$ cat config.mk
export PLATFORM = sky130hd
export DESIGN_NAME = usb_tx_arb
export DESIGN_NICKNAME = d
export VERILOG_FILES = /design/src/rtl/usb_tx_arb.sv
export SDC_FILE = /design/constraint.sdc
export NUM_CORES = 1
export LEC_CHECK = 0
export ABC_AREA = 1
export ABC_CLOCK_PERIOD_IN_PS = 2250
export CORE_MARGIN = 10
export CORE_UTILIZATION = 29
export DETAILED_ROUTE_END_ITERATION = 16
export GPL_TIMING_DRIVEN = 0
export PLACE_DENSITY = 0.54
export SYNTH_ARGS = -nofsm -noshare
export SYNTH_HDL_FRONTEND = slang
export SYNTH_SLANG_ARGS = --single-unit
$ cat constraint.sdc
create_clock -name clk -period 2.25 [get_ports clk]
set_input_delay 0.675 -clock clk [delete_from_list [all_inputs] [get_ports clk]]
set_output_delay 0.675 -clock clk [all_outputs]
set_load 0.02 [all_outputs]
$ cat src/rtl/usb_tx_arb.sv
// rtl/usb_tx_arb.sv - USB TX channel arbiter with packet lock and output beat FIFO.
// Define USB_TX_RR_ARB_EN for round-robin IDLE selection; fixed lowest-index priority otherwise.
module usb_tx_arb #(
    parameter int NCH   = 2,
    parameter int DW    = 8,
    parameter int DEPTH = 4,
    localparam int GW   = (NCH > 2) ? $clog2(NCH) : 1,
    localparam int LW   = $clog2(DEPTH + 1)
) (
    input  logic              clk,
    input  logic              rst_n,
    input  logic [NCH-1:0]    s_valid,
    output logic [NCH-1:0]    s_ready,
    input  logic [NCH-1:0]    s_sop,
    input  logic [NCH-1:0]    s_eop,
    input  logic [NCH-1:0]    s_cancel,
    input  logic [NCH*DW-1:0] s_data,
    output logic              m_valid,
    output logic              m_sop,
    output logic              m_eop,
    output logic              m_cancel,
    output logic [DW-1:0]     m_data,
    input  logic              m_ready,
    output logic              m_sop_fire,
    output logic [GW-1:0]     grant,
    output logic              busy,
    output logic [LW-1:0]     level
);

    localparam int PW = (DEPTH > 1) ? $clog2(DEPTH) : 1;
    localparam int EW = DW + 3;

    typedef enum logic {IDLE, LOCK} state_t;

    state_t        state_q, state_d;
    logic [GW-1:0] grant_q, grant_d;
    logic [GW-1:0] sel;
    logic [GW-1:0] sel_next;
    logic          found;
    logic [PW-1:0] wptr_q, wptr_d;
    logic [PW-1:0] rptr_q, rptr_d;
    logic [LW-1:0] level_q, level_d;
    logic [EW-1:0] hold_q, hold_d;
    logic [EW-1:0] mem_q [DEPTH];
    logic [EW-1:0] head;
    logic [EW-1:0] wbeat;
    logic          full;
    logic          push;
    logic          pop;
`ifdef USB_TX_RR_ARB_EN
    logic [GW-1:0] rr_q, rr_d;
`endif

    // In LOCK the locked channel is the only candidate, valid or not.
    always_comb begin
        sel   = '0;
        found = 1'b0;
        if (state_q == LOCK) begin
            sel   = grant_q;
            found = 1'b1;
        end else begin
`ifdef USB_TX_RR_ARB_EN
            for (int k = 0; k < NCH; k++) begin
                if (!found && s_valid[(int'(rr_q) + k) % NCH]) begin
                    found = 1'b1;
                    sel   = GW'((int'(rr_q) + k) % NCH);
                end
            end
`else
            for (int k = NCH - 1; k >= 0; k--) begin
                if (s_valid[k]) begin
                    found = 1'b1;
                    sel   = GW'(k);
                end
            end
`endif
        end
    end

    assign full     = (level_q == LW'(DEPTH));
    assign sel_next = (sel == GW'(NCH - 1)) ? '0 : sel + 1'b1;

    always_comb begin
        s_ready = '0;
        if (rst_n && found && !full) begin
            s_ready[sel] = 1'b1;
        end
    end

    assign push  = |(s_ready & s_valid);
    assign wbeat = {s_cancel[sel], s_eop[sel], s_sop[sel], s_data[sel*DW +: DW]};
    assign head  = mem_q[rptr_q];
    assign m_valid = (level_q != '0);
    assign pop     = m_valid & m_ready;

    // Outputs come from the FIFO head; when empty they replay the last popped beat.
    assign {m_cancel, m_eop, m_sop, m_data} = m_valid ? head : hold_q;
    assign m_sop_fire = pop & m_sop;
    assign grant      = grant_q;
    assign busy       = (state_q == LOCK);
    assign level      = level_q;

    always_comb begin
        wptr_d  = push ? wptr_q + 1'b1 : wptr_q;
        rptr_d  = pop ? rptr_q + 1'b1 : rptr_q;
        hold_d  = pop ? head : hold_q;
        level_d = level_q;
        case ({push, pop})
            2'b10:   level_d = level_q + 1'b1;
            2'b01:   level_d = level_q - 1'b1;
            default: level_d = level_q;
        endcase
    end

    always_comb begin
        state_d = state_q;
        grant_d = push ? sel : grant_q;
`ifdef USB_TX_RR_ARB_EN
        rr_d    = rr_q;
`endif
        case (state_q)
            IDLE: begin
                // A cancelled start beat is forwarded but never opens a lock.
                if (push && wbeat[DW] && !wbeat[DW+1] && !wbeat[DW+2]) begin
                    state_d = LOCK;
                end
`ifdef USB_TX_RR_ARB_EN
                if (push && wbeat[DW] && wbeat[DW+1]) begin
                    rr_d = sel_next;
                end
`endif
            end
            LOCK: begin
                if (push && (wbeat[DW+1] || wbeat[DW+2])) begin
                    state_d = IDLE;
`ifdef USB_TX_RR_ARB_EN
                    rr_d    = sel_next;
`endif
                end
            end
            default: state_d = IDLE;
        endcase
    end

    always_ff @(posedge clk or negedge rst_n) begin
        if (!rst_n) begin
            state_q <= IDLE;
            grant_q <= '0;
            wptr_q  <= '0;
            rptr_q  <= '0;
            level_q <= '0;
            hold_q  <= '0;
`ifdef USB_TX_RR_ARB_EN
            rr_q    <= '0;
`endif
        end else begin
            state_q <= state_d;
            grant_q <= grant_d;
            wptr_q  <= wptr_d;
            rptr_q  <= rptr_d;
            level_q <= level_d;
            hold_q  <= hold_d;
`ifdef USB_TX_RR_ARB_EN
            rr_q    <= rr_d;
`endif
        end
    end

    // Storage needs no reset: it is only observed while level is non-zero.
    always_ff @(posedge clk) begin
        if (push) begin
            mem_q[wptr_q] <= wbeat;
        end
    end

endmodule

# Word level (Yosys, flattened, before mapping)
# Memory sizes are Yosys's and may differ from the RTL's.
# Cells that the tools add are included.
word_totals:
  regBits: 20
  mem_bits_rw: 44
  input_bits: 27
  elab_cells: 56
  memories: 1
memory_table:
  columns: ["memory", "words", "width", "read_ports", "rd_ports_with_merged_regs", "write_ports", "line", "text"]
  rows:
  - ["mem_q", 4, 11, 1, 0, 1, "44", "logic [EW-1:0] mem_q [DEPTH];"]
op_classes:
  n_addsub: 4
  n_lt_le_gt_ge: 2
  n_eq_ne: 3
  shift: 1
  muxes: 21
  bitwise_logic: 4
  n_reduce_logical: 14
ops:
  columns: ["operator", "count"]
  rows:
  - ["1-bit 2-to-1 mux", 16]
  - ["16-bit by 5-bit variable part select with 8-bit output", 1]
  - ["11-bit 2-to-1 mux", 1]
  - ["1-bit logical AND", 7]
  - ["3-bit one-hot mux with 2 select lines", 1]
  - ["2-bit by 1-bit adder with 2-bit output, second input constant", 2]
  - ["3-bit by 1-bit adder with 3-bit output, second input constant", 1]
  - ["3-bit equality test, second input constant", 1]
  - ["1-bit logical NOT", 3]
  - ["3-bit nonzero test", 1]
  - ["3-bit by 1-bit subtractor with 3-bit output, second input constant", 1]
  - ["1-bit AND", 2]
  - ["2-bit AND", 1]
  - ["2-bit by 1-bit equality test with 1-bit output, second input constant", 1]
  - ["2-bit equality test, second input constant", 1]
  - ["1-bit by 2-bit less-than comparator with 1-bit output, second input constant", 1]
  - ["2-bit 2-to-1 mux", 1]
  - ["1-bit one-hot mux with 2 select lines", 1]
  - ["2-bit nonzero test", 1]
  - ["2-bit OR reduction", 1]
  - ["1-bit demux with 1-bit select", 1]
  - ["1-bit greater-or-equal comparator, second input constant", 1]
  - ["1-bit logical OR", 1]
  - ["1-bit NOT", 1]

# Logic depth before layout (Yosys ltp)
# Gate-level depths: netlist (run 1).
depth:
  word_depth: 15
  mapped_depth: 13
  ltp_nobuf: 13

# Worst setup path after synthesis (run 1)
# Ideal clock, no wire load.
synth_path:
  path_kind: "input -> register"
  from: "input port s_valid[0]"
  to: "register level_q[2], in the netlist level[2]"
  arrival_ns: 2.207
  required_ns: 2.119
  setup_slack_ns: -0.087
  path_stages: 13
  path_buffers: 0
  cell_sequence: "nor2_2 > nand2_1 > nand2_2 > inv_2 > nand3_1 > nand2_2 > inv_2 > ha_1 > inv_1 > fa_1 > a21oi_1 > o21ai_0 > xor2_1"
synth_between:
  elab_chain_cells: 11
  elab_cells_between_ends: 18
  cone_classes: "order compare (2); eq/ne (2); mux (8); bitwise (1); reduce/logical (5)"
synth_rtl:
  columns: ["element", "line", "text"]
  rows:
  - ["from (decl)", "12", "input logic [NCH-1:0] s_valid,"]
  - ["1-bit 2-to-1 mux", "71", "if (s_valid[k]) begin"]
  - ["1-bit 2-to-1 mux", "58", "if (state_q == LOCK) begin"]
  - ["1-bit by 2-bit less-than comparator with 1-bit output (implied by the code) or 1-bit greater-or-equal comparator (tied branches)", "86", "s_ready[sel] = 1'b1;"]
  - ["1-bit logical AND (implied by the code)", "86", null]
  - ["1-bit 2-to-1 mux (implied by the code)", "86", null]
  - ["1-bit demux with 1-bit select", "86", null]
  - ["2-bit 2-to-1 mux", "85", "if (rst_n && found && !full) begin"]
  - ["2-bit AND *", "90", "assign push = |(s_ready & s_valid);"]
  - ["2-bit OR reduction *", "90", null]
  - ["2-bit by 1-bit equality test with 1-bit output or 2-bit equality test (tied branches)", "108", "case ({push, pop})"]
  - ["3-bit one-hot mux with 2 select lines or 2-bit nonzero test (tied branches)", null, null]
  - ["to (signal assigned)", "161", "level_q <= level_d;"]
  - ["to (decl)", "42", "logic [LW-1:0] level_q, level_d;"]
# Mark *: on every way between the ends. The rest lies on a longest branch, timed or not.
# A chain may end at the register's enable or synchronous reset.

# Worst setup path after layout (run 1)
layout_path:
  from: "register rptr_q[0]"
  to: "output port m_data[0]"
layout_between:
  elab_chain_cells: 2
layout_rtl:
  columns: ["element", "line", "text"]
  rows:
  - ["from (decl)", "41", "logic [PW-1:0] rptr_q, rptr_d;"]
  - ["from (signal assigned)", "160", "rptr_q <= rptr_d;"]
  - ["memory 4 x 11 bit", null, null]
  - ["11-bit 2-to-1 mux", "97", "assign {m_cancel, m_eop, m_sop, m_data} = m_valid ? head : hold_q;"]
  - ["to (decl)", "22", "output logic [DW-1:0] m_data,"]
# Every way passes these cells.

==> run summary, run 1 <==
=========================================================================================
Num ports ..................................................................           47
Post-synthesis register bit count ..........................................           64
Largest vdd supply drop ....................................................   0.000607 V
Timing-limited maximum frequency ...........................................    0.425 GHz
Fraction of layout cells with a size suffix above 1 ........................        32.2%
Share of total power consumed by net switching .............................        37.9%
Final RePlAce weighted congestion ..........................................        0.761
Number of cells on the worst reg-to-reg path ...............................           13
Proportion of register bits with asynchronous set or reset after synthesis .        31.3%
Type of element launching the critical path ................................    flip-flop
Sequential element share of the synthesized area ...........................        63.2%
Tightest slew margin relative to the limit .................................        55.6%
Violations in the final reports ............................................ negative setup slack
Count of clock tree sinks ..................................................           64
Final hold violation count .................................................            0
Time the worst path needs with I/O delays and setup ........................      2.35 ns
Total of warnings raised by yosys ..........................................            0
Total setup violations reported at the end of the flow .....................           10
DP Wirelength ..............................................................      4.75 mm
Die outline area ...........................................................   14,300 um2
Area of the mapped netlist .................................................     2880 um2
Average cell area after synthesis ..........................................     10.4 um2
Worst-path clk slew ........................................................      0.07 ns
Kind of critical path ......................................................   reg -> out
Worst Setup EP .............................................................    m_data[0]
Startpoint of the worst setup timing path ..................................    rptr_q[0]
Pwr dens ...................................................................  1500 nW/um2
Nets .......................................................................          379
Latest clock arrival within the worst-skew pair ............................      0.34 ns
Area contributors post-synth ............................................... edfxtp_1 46%, dfrtp_1 17%, nand2_1 12%
Placement Setup Slack ......................................................     -1.61 ns
Crit. End Element .......................................................... primary output
Vias post-DR ...............................................................        2,095
Arrival time reported for the critical path endpoint .......................      1.68 ns
Leakage ....................................................................      1.67 nW
CTS root buffer ............................................................     clkbuf_8
Setup TNS ..................................................................    -0.802 ns
Most common flop cell mapped by yosys ......................................     edfxtp_1
Commonest cells in the netlist ............................................. 95 x nand2_1, 44 x edfxtp_1, 20 x dfrtp_1
Routed wire length .........................................................      7.12 mm
First-pass DRT Iterations ..................................................            4
Placement row count ........................................................           36
Crit path required time ....................................................      1.57 ns
Flop-to-flop setup slack ...................................................      0.17 ns
Proportion of power drawn by flip-flops and latches ........................        29.5%
DRC violation count after routing ..........................................            0
Capture point of the worst reg-to-reg path .................................     level[2]
Maximum number of pins on one net before global-route repair ...............           23
Starting density of the core ...............................................        29.6%
Total nets after synthesis .................................................          310
Clock tree from TritonCTS ..................................................        built
Routed length per placed instance ..........................................      14.7 um
Worst-path maximum fanout ..................................................            6
Netlist cell types .........................................................           27
Result of the run .......................................................... complete, but fails checks
Core area ..................................................................     9730 um2
Part of the power in the clock network .....................................        20.9%
Setup repair after global routing missed its margin ........................         true
Reg2Reg Launch Point .......................................................         busy
Number of max-capacitance violations reported ..............................            0
NetSw ......................................................................      2.33 mW
GRT Resource Usage Total ...................................................        10.1%
Pins Over Slew Limit .......................................................            0
Total clock buffers created by CTS .........................................            9
Logic gate share of total power ............................................        49.6%
Worst Setup Slack, final ...................................................    -0.103 ns
Fillcell total .............................................................          945
Number of global-route vias before repair ..................................        2,137
Congestion Overflow GR .....................................................            0
Tot Pwr ....................................................................      6.15 mW
Cell count after synthesis .................................................          277
Longest Clk Path Bufs ......................................................            2
Global-route wire length before repair .....................................      11.3 mm
Number of antenna violations at the first check in global routing ..........            0
Maximum level of the CTS H-tree ............................................            3
Vias per Instance ..........................................................         4.33
Cell accounting for the most synthesized area ..............................     edfxtp_1
Number of flops mapped to enable cells by yosys ............................           44
First DRT Iteration DRCs ...................................................          151
P_int ......................................................................      3.82 mW
Path class of the lowest-slack min-delay path ..............................  in -> async
Count of hold buffers inserted by post-cts repair ..........................            0
Count of nets left with antenna violations after detail routing ............            0
Count of input and output buffers ..........................................           46
Area share of the largest cell type after synthesis ........................        45.8%
Clock Skew .................................................................   0.00480 ns
Final critical-path share of the clock period ..............................         105%
Layout overhead on the synthesized area ....................................        41.8%
Die X ......................................................................       120 um
Slew @ Worst Pin ...........................................................     0.665 ns
Hold Slack .................................................................     0.171 ns
Final antenna diode count ..................................................            0
Vertical die dimension .....................................................       120 um
Cell with the most instances after synthesis ...............................      nand2_1
=========================================================================================
area by class of cell:
class / instances / area [um2] / area share, %
flip-flops and latches: 64 / 1830 / 44.6
multi-input cells: 179 / 1050 / 25.6
repair buffers: 59 / 562 / 13.7
well taps: 133 / 166 / 4.07
plain buffers: 11 / 134 / 3.27
clock inverters: 6 / 131 / 3.21
clock buffers: 10 / 128 / 3.12
inverters: 22 / 97.6 / 2.39
layer usage:
metal  vias to the layer above  global-route usage (%)  wire length (um)
li1                       1068                       -                 -
met1                       976                    12.6              3280
met2                        43                    16.1              3410
met3                         8                    2.48               298
met4                         0                    4.68               133
met5                         -                       0                 0
power by group through the flow:
stage | clock network, mW | registers (mW) | logic, mW
floorplan | 0 | 1.83 | 1.49
global placement | 0 | 1.81 | 2.50
detailed placement | 0 | 1.81 | 2.54
CTS | 1.30 | 1.81 | 2.81
global route | 1.36 | 1.85 | 3.36
finish | 1.29 | 1.81 | 3.05
logic make-up (layout without fill, tap and decap cells):
kind of cell / after synthesis / count (layout) / share of synthesized area, %
xor gates and xnor gates: 4 / 4 / 1.21
AOI/OAI and AO/OA: 51 / 51 / 10.8
DFF: 64 / 64 / 63.2
and+or+nand+nor: 118 / 118 / 16.2
adders and majority gates: 6 / 6 / 2.86
buffers and inverters: 34 / 108 / 5.77
how the worst min path moves through the flow:
stage,end
2_1_floorplan,busy
3_3_place_gp,hold_q[1]
3_5_place_dp,hold_q[1]
4_1_cts,wptr_q[0]
5_1_grt,hold_q[3]
6_report,wptr_q[0]
worst max-delay path: stages (launching register included):
cell and delay, ns:
dfrtp_2 0.47, clkinv_4 0.12, buf_6 0.14, nand2_1 0.06, a32o_2 0.27, o21ai_1 0.12
buf_4 0.15
layout by cell type (no fill, tap or decap), types with 2 or more instances in the layout:
cell type	n
inv_2	4
inv_1	14
clkbuf_4	2
clkbuf_8	9
buf_8	2
nand2_2	8
nand2_1	88
edfxtp_1	44
dfrtp_1	17
buf_6	14
ha_1	4
bufinv_16	4
buf_4	19
o21ai_1	12
dfrtp_2	3
xor2_1	3
dlygate4sd2_1	2
nor2_2	6
a21oi_1	11
o21ai_2	11
inv_4	2
o21ai_0	5
nor2_4	3
clkdlybuf4s50_1	27
a32o_2	9
nor2_1	6
nand2_4	3
metrics by stage:
stage / area [um2] / utilization, % / instances
after floorplan: 2900 / - / 277
after global placement: 3520 / 36.2 / 456
after detailed placement: 3520 / 36.2 / 456
after CTS: 3940 / 40.5 / 479
after global routing: 4090 / 42.0 / 484
final: 4090 / 42.0 / 484
flip-flops by register name, indices dropped and copies added (netlist names):
| register | cells |
|---|---|
| mem_q | 44 |
| busy | 1 |
| level | 3 |
| hold_q | 11 |
| grant | 1 |
| rptr_q | 2 |
| wptr_q | 2 |
what timing repair did:
| action | CTS | global route |
|---|---|---|
| setup buffers | 5 | 5 |
| endpoints found under the setup margin | 65 | 49 |
| resized for setup | 132 | 45 |
| pin swaps | 5 | 15 |
| gates cloned | 3 | 0 |
Power figures use the tool's default switching activity.
==> inputs of run 2 (changes only) <==
Settings changed: CTS_BUF_LIST set to sky130_fd_sc_hd__clkbuf_4, HOLD_SLACK_MARGIN set to 0.02.
==> run 2 against run 1 <==
Against the previous run:
- the run still ends with negative setup slack left
- die area unchanged
- first-iteration DRC count is 0.66% higher
- register-to-register slack worse by 0.13 ns
- highest routed layer unchanged
- combinational power decreased by 2%
- clock power is 15% lower
- sequential share of layout area grew 0.93 points
==> run summary, run 2 (synthesis gave the netlist of run 1 again) <==
=====================================================================================
Proportion of power drawn by flip-flops and latches ....................        30.6%   +1.1 points
Latest clock arrival within the worst-skew pair ........................      0.38 ns   +0.04 ns
Flop-to-flop setup slack ...............................................      0.04 ns   -0.13 ns
Layout overhead on the synthesized area ................................        38.8%
Leakage ................................................................      1.65 nW   -1.1%
Largest vdd supply drop ................................................   0.000582 V   -4.1%
Vias per Instance ......................................................         4.33   about the same
Share of total power consumed by net switching .........................        38.7%   +0.84 points
CTS root buffer ........................................................     clkbuf_4
Logic gate share of total power ........................................        50.8%   +1.2 points
Pwr dens ...............................................................  1470 nW/um2   -2.1%
Core area ..............................................................     9730 um2   unchanged
Num ports ..............................................................           47   unchanged
Count of clock tree sinks ..............................................           64   unchanged
Top metal layer carrying routed signals ................................         met4
Fraction of layout cells with a size suffix above 1 ....................        29.3%   -2.9 points
Number of max-capacitance violations reported ..........................            0   unchanged
Clock Skew .............................................................   0.00762 ns   +0.00283 ns
Worst-path clk slew ....................................................      0.10 ns   +0.03 ns
GRT Resource Usage Total ...............................................        10.2%   +0.079 points
Path class of the lowest-slack min-delay path ..........................  in -> async
Violations in the final reports ........................................ negative setup slack
Count of nets left with antenna violations after detail routing ........            0   unchanged
Placed cell count ......................................................          456   unchanged
Most flop-heavy register ...............................................        mem_q
Slew @ Worst Pin .......................................................     0.671 ns   +0.00536 ns
Placement Setup Slack ..................................................     -1.61 ns   unchanged
Clock tree from TritonCTS ..............................................        built
Timing-limited maximum frequency .......................................    0.415 GHz   -2.4%
Final critical-path share of the clock period ..........................         107%   +2.6 points
Setup repair after global routing missed its margin ....................         true
Most frequent standard cell in the layout excluding fill and tap cells .      nand2_1
Starting density of the core ...........................................        29.6%   unchanged
Top library cells by usage in the layout, fill and taps aside .......... 91 x nand2_1, 44 x edfxtp_1, 27 x clkdlybuf4s50_1
Maximum number of pins on one net before global-route repair ...........           23   unchanged
Final hold violation count .............................................            0   unchanged
Vertical die dimension .................................................       120 um   unchanged
Wire length on met3 ....................................................       233 um   -22%
Arrival time reported for the critical path endpoint ...................      1.74 ns   +0.06 ns
Maximum level of the CTS H-tree ........................................            3   unchanged
Met2 Routed Length .....................................................      3.48 mm   +1.9%
Pins Over Slew Limit ...................................................            0   unchanged
Routed wire length .....................................................      7.10 mm   -0.31%
Nets ...................................................................          380   +0.26%
Max FFs per register ...................................................           44   unchanged
Congestion Overflow GR .................................................            0   unchanged
P_int ..................................................................      3.62 mW   -5.5%
First DRT Iteration DRCs ...............................................          152   +0.66%
Routed length per placed instance ......................................      14.6 um   -0.72%
Vias post-DR ...........................................................        2,103   +0.38%
Count of hold buffers inserted by post-cts repair ......................            0   unchanged
Number of non-filler instances in the completed layout .................          486   +0.41%
Crit path required time ................................................      1.57 ns   about the same
DRC violation count after routing ......................................            0   unchanged
Fillcell total .........................................................          966   +2.2%
Kind of critical path ..................................................   reg -> out
Part of the power in the clock network .................................        18.6%   -2.3 points
NetSw ..................................................................      2.28 mW   -2.0%
Number of global-route vias before repair ..............................        2,158   +0.98%
Result of the run ...................................................... complete, but fails checks
Longest Clk Path Bufs ..................................................            2   unchanged
Die outline area .......................................................   14,300 um2   unchanged
Number of antenna violations at the first check in global routing ......            1   +1
Type of element launching the critical path ............................    flip-flop
First-pass DRT Iterations ..............................................            4   unchanged
Global-route wire length before repair .................................      11.3 mm   +0.61%
DP Wirelength ..........................................................      4.75 mm   unchanged
Total clock buffers created by CTS .....................................            9   unchanged
Worst Setup Slack, final ...............................................    -0.162 ns   -0.0582 ns
Time the worst path needs with I/O delays and setup ....................      2.41 ns   +0.0582 ns
Tightest slew margin relative to the limit .............................        55.2%   -0.36 points
Die X ..................................................................       120 um   unchanged
Final RePlAce weighted congestion ......................................        0.761   unchanged
Count of input and output buffers ......................................           46   unchanged
Crit. End Element ...................................................... primary output
Placement row count ....................................................           36   unchanged
Total setup violations reported at the end of the flow .................           12   +2
Worst-path maximum fanout ..............................................            6   unchanged
Metal-1 WL .............................................................      3.24 mm   -1.3%
=====================================================================================
[run 2: cell count changes in the layout (fill, tap and decap cells not counted), sizes merged]
cell and delta:
buf +1, dlymetal6s2s +1, dlygate4sd2 -1, diode +1
[run 2: final cells by class]
class	instances	area (um2)	share of cell area [%]
Antenna cell	1	2.50	0.0625
Buffer	11	124	3.09
Clock buffer	10	75.1	1.88
Clock inverter	6	131	3.28
Inverter	22	97.6	2.44
Multi-Input combinational cell	179	1010	25.2
Sequential cell	64	1820	45.6
Tap cell	133	166	4.16
Timing Repair Buffer	60	573	14.3
[run 2: worst max-delay path: stages, from the launching register on]
cell	delay, ns
dfrtp_2	0.48
clkinv_4	0.12
buf_6	0.14
nand2_1	0.06
a32o_2	0.27
o21ai_1	0.12
buf_4	0.15
[run 2: final timing paths]
kind,from,endpoint,cells past startpoint
min reg2reg,hold_q[9],hold_q[9],2
max in group asynchronous,rst_n,rptr_q[0],1
max reg2reg,level[1],level[2],13
min,rst_n,wptr_q[0],1
min in group clk,hold_q[9],hold_q[9],2
max,rptr_q[0],m_data[5],6
[run 2: metal layers]
layer	vias to the layer above	GRT usage (%)
met5	-	0
met4	0	5.58
met3	9	2.06
met2	49	16.5
met1	974	12.4
li1	1071	-
[run 2: power by group through the flow]
stage / Combinational, mW / Clock, mW / Sequential, mW
floorplan: 1.49 / 0 / 1.83
global placement: 2.50 / 0 / 1.81
detailed placement: 2.54 / 0 / 1.81
CTS: 2.81 / 1.11 / 1.80
global route: 3.30 / 1.17 / 1.84
finish: 3.00 / 1.10 / 1.80
[run 2: through the flow]
step           total power [mW]  hold WS [ns]  utilization, %  TNS [ns]  cell area [um2]
3_5_place_dp               4.35         0.477            36.2    -80.27             3520
4_1_cts                    5.72         0.143            39.8     -2.02             3880
3_3_place_gp               4.31         0.469            36.2    -79.07             3520
6_report                   5.90         0.112            41.2     -1.43             4000
2_1_floorplan              3.32         0.379               -         0             2900
5_1_grt                    6.31        0.0892            41.2     -2.91             4000
[run 2: repair_timing]
action / in CTS / in global routing
gates resized for setup: 127 / 36
gates cloned: 3 / 0
buffers inserted: 6 / 5
setup endpoints to repair: 65 / 28
pin swaps: 5 / 13
==> inputs of run 3 (changes only) <==
Settings changed: RECOVER_POWER set to 50.
==> run 3 against run 2 <==
Against the previous run:
- the run still ends with negative setup slack left
- first-iteration DRC count unchanged
- total power about the same
- sequential power about the same
- global-route usage unchanged
- clock skew unchanged
- sequential share of layout area about the same
- clock power about the same
- critical path depth unchanged
- worst setup slack unchanged
==> run summary, run 3 (synthesis gave the netlist of run 1 again) <==
=====================================================================================
Critical Path Max Stage Delay ..........................................      0.48 ns   about the same
Final hold violation count .............................................            0   unchanged
Die X ..................................................................       120 um   unchanged
Worst Setup EP .........................................................    m_data[5]
Reg2Reg Launch Point ...................................................     level[1]
Clock tree from TritonCTS ..............................................        built
Arrival time reported for the critical path endpoint ...................      1.74 ns   about the same
First DRT Iteration DRCs ...............................................          152   unchanged
Clock Skew .............................................................   0.00762 ns   unchanged
Congestion Overflow GR .................................................            0   unchanged
Number of antenna violations at the first check in global routing ......            1   unchanged
Tightest slew margin relative to the limit .............................        55.2%   unchanged
Path class of the lowest-slack min-delay path ..........................  in -> async
Maximum level of the CTS H-tree ........................................            3   unchanged
Fillcell total .........................................................          966   unchanged
Most frequent standard cell in the layout excluding fill and tap cells .      nand2_1
Final critical-path share of the clock period ..........................         107%   unchanged
Latest clock arrival within the worst-skew pair ........................      0.38 ns   about the same
Core area ..............................................................     9730 um2   unchanged
Crit path required time ................................................      1.57 ns   about the same
Global-route wire length before repair .................................      11.3 mm   unchanged
Setup repair after global routing missed its margin ....................         true
Vertical die dimension .................................................       120 um   unchanged
Placement row count ....................................................           36   unchanged
Count of clock tree sinks ..............................................           64   unchanged
CTS root buffer ........................................................     clkbuf_4
Worst Setup Slack, final ...............................................    -0.162 ns   unchanged
Number of cells on the worst reg-to-reg path ...........................           13   unchanged
Total setup violations reported at the end of the flow .................           12   unchanged
Total clock buffers created by CTS .....................................            9   unchanged
Flop-to-flop setup slack ...............................................      0.03 ns   about the same
Maximum number of pins on one net before global-route repair ...........           23   unchanged
Placed cell count ......................................................          456   unchanged
Setup TNS ..............................................................     -1.43 ns   unchanged
Tot Pwr ................................................................      5.90 mW   about the same
GRT Resource Usage Total ...............................................        10.2%   unchanged
Leakage ................................................................      1.65 nW   about the same
Pwr dens ...............................................................  1470 nW/um2   about the same
Number of global-route vias before repair ..............................        2,158   unchanged
Nets ...................................................................          380   unchanged
Cells traversed along the worst timing path ............................ clkinv_4 -> buf_6 -> nand2_1 -> a32o_2 -> o21ai_1 -> buf_4
Layout overhead on the synthesized area ................................        38.7%   about the same
Starting density of the core ...........................................        29.6%   unchanged
Longest Clk Path Bufs ..................................................            2   unchanged
Type of element launching the critical path ............................    flip-flop
Number of max-capacitance violations reported ..........................            0   unchanged
Num ports ..............................................................           47   unchanged
Fin area ...............................................................     4000 um2   about the same
DP Wirelength ..........................................................      4.75 mm   unchanged
Final core utilization .................................................        41.1%   about the same
Max FFs per register ...................................................           44   unchanged
Worst-path maximum fanout ..............................................            6   unchanged
Hold Slack .............................................................     0.112 ns   +0.000182 ns
Worst-path clk slew ....................................................      0.10 ns   about the same
Violations in the final reports ........................................ negative setup slack
DRC violation count after routing ......................................            0   unchanged
Routed length per placed instance ......................................      14.6 um   about the same
Top library cells by usage in the layout, fill and taps aside .......... 91 x nand2_1, 44 x edfxtp_1, 27 x clkdlybuf4s50_1
Routed wire length .....................................................      7.10 mm   about the same
Number of non-filler instances in the completed layout .................          486   unchanged
Kind of critical path ..................................................   reg -> out
Placement Setup Slack ..................................................     -1.61 ns   unchanged
Startpoint of the worst setup timing path ..............................    rptr_q[0]
Most flop-heavy register ...............................................        mem_q
Slew @ Worst Pin .......................................................     0.671 ns   unchanged
Result of the run ...................................................... complete, but fails checks
Count of input and output buffers ......................................           46   unchanged
Count of nets left with antenna violations after detail routing ........            0   unchanged
Timing-limited maximum frequency .......................................    0.415 GHz   unchanged
Largest vdd supply drop ................................................   0.000582 V   about the same
Final RePlAce weighted congestion ......................................        0.761   unchanged
Dpl cell area ..........................................................     3520 um2   unchanged
Vias post-DR ...........................................................        2,103   unchanged
Pins Over Slew Limit ...................................................            0   unchanged
Time the worst path needs with I/O delays and setup ....................      2.41 ns   unchanged
Capture point of the worst reg-to-reg path .............................     level[2]
Crit. End Element ...................................................... primary output
First-pass DRT Iterations ..............................................            4   unchanged
Fraction of layout cells with a size suffix above 1 ....................        29.0%   -0.28 points
Vias per Instance ......................................................         4.33   unchanged
Slowest CP cell ........................................................      dfrtp_2
Die outline area .......................................................   14,300 um2   unchanged
=====================================================================================
## run 3: how the worst min path moves through the flow
| stage | end | slack, ns | depth (start not counted) |
|---|---|---|---|
| global placement | hold_q[1] | 0.47 | 2 |
| detailed placement | hold_q[1] | 0.48 | 2 |
| CTS | wptr_q[0] | 0.14 | 1 |
| floorplan | busy | 0.38 | 0 |
| finish | wptr_q[0] | 0.11 | 1 |
| global route | hold_q[3] | 0.09 | 1 |
## run 3: timing repair
action / 4_1_cts / 5_1_grt
hold buffers: 0 / 0
gates resized for setup: 127 / 36
endpoints found under the setup margin: 65 / 28
pin swaps: 5 / 13
setup buffers: 6 / 5
gates cloned: 3 / 0
## run 3: power by group
part / switching (mW) / internal (mW)
Clock: 0.412 / 0.684
Combinational: 1.69 / 1.30
Sequential: 0.175 / 1.63
Total: 2.28 / 3.61
## run 3: critical path, delay by kind of cell, from the launching register on
kind,cells,cell delay (ns)
AO/OA/AOI/OAI,2,0.39
flip-flops,1,0.48
AND/OR/NAND/NOR,1,0.06
buffers and inverters,3,0.41
## run 3: layer usage
metal  GRT usage [%]  up-vias  wire (um)
met5               0        -          0
li1                -     1071          -
met4            5.58        0        151
met2            16.5       49       3480
met1            12.4      974       3240
met3            2.06        9        233
## run 3: layout make-up
cell class                 instances  area [um2]  area share, %
antenna                            1        2.50         0.0625
clock buffer                      10        75.1           1.88
sequential                        64        1820           45.6
multi-input combinational        179        1010           25.2
timing repair buffer              60         573           14.3
buffer                            11         124           3.10
inverter                          22        97.6           2.44
clock inverter                     6         131           3.28
tap                              133         166           4.16
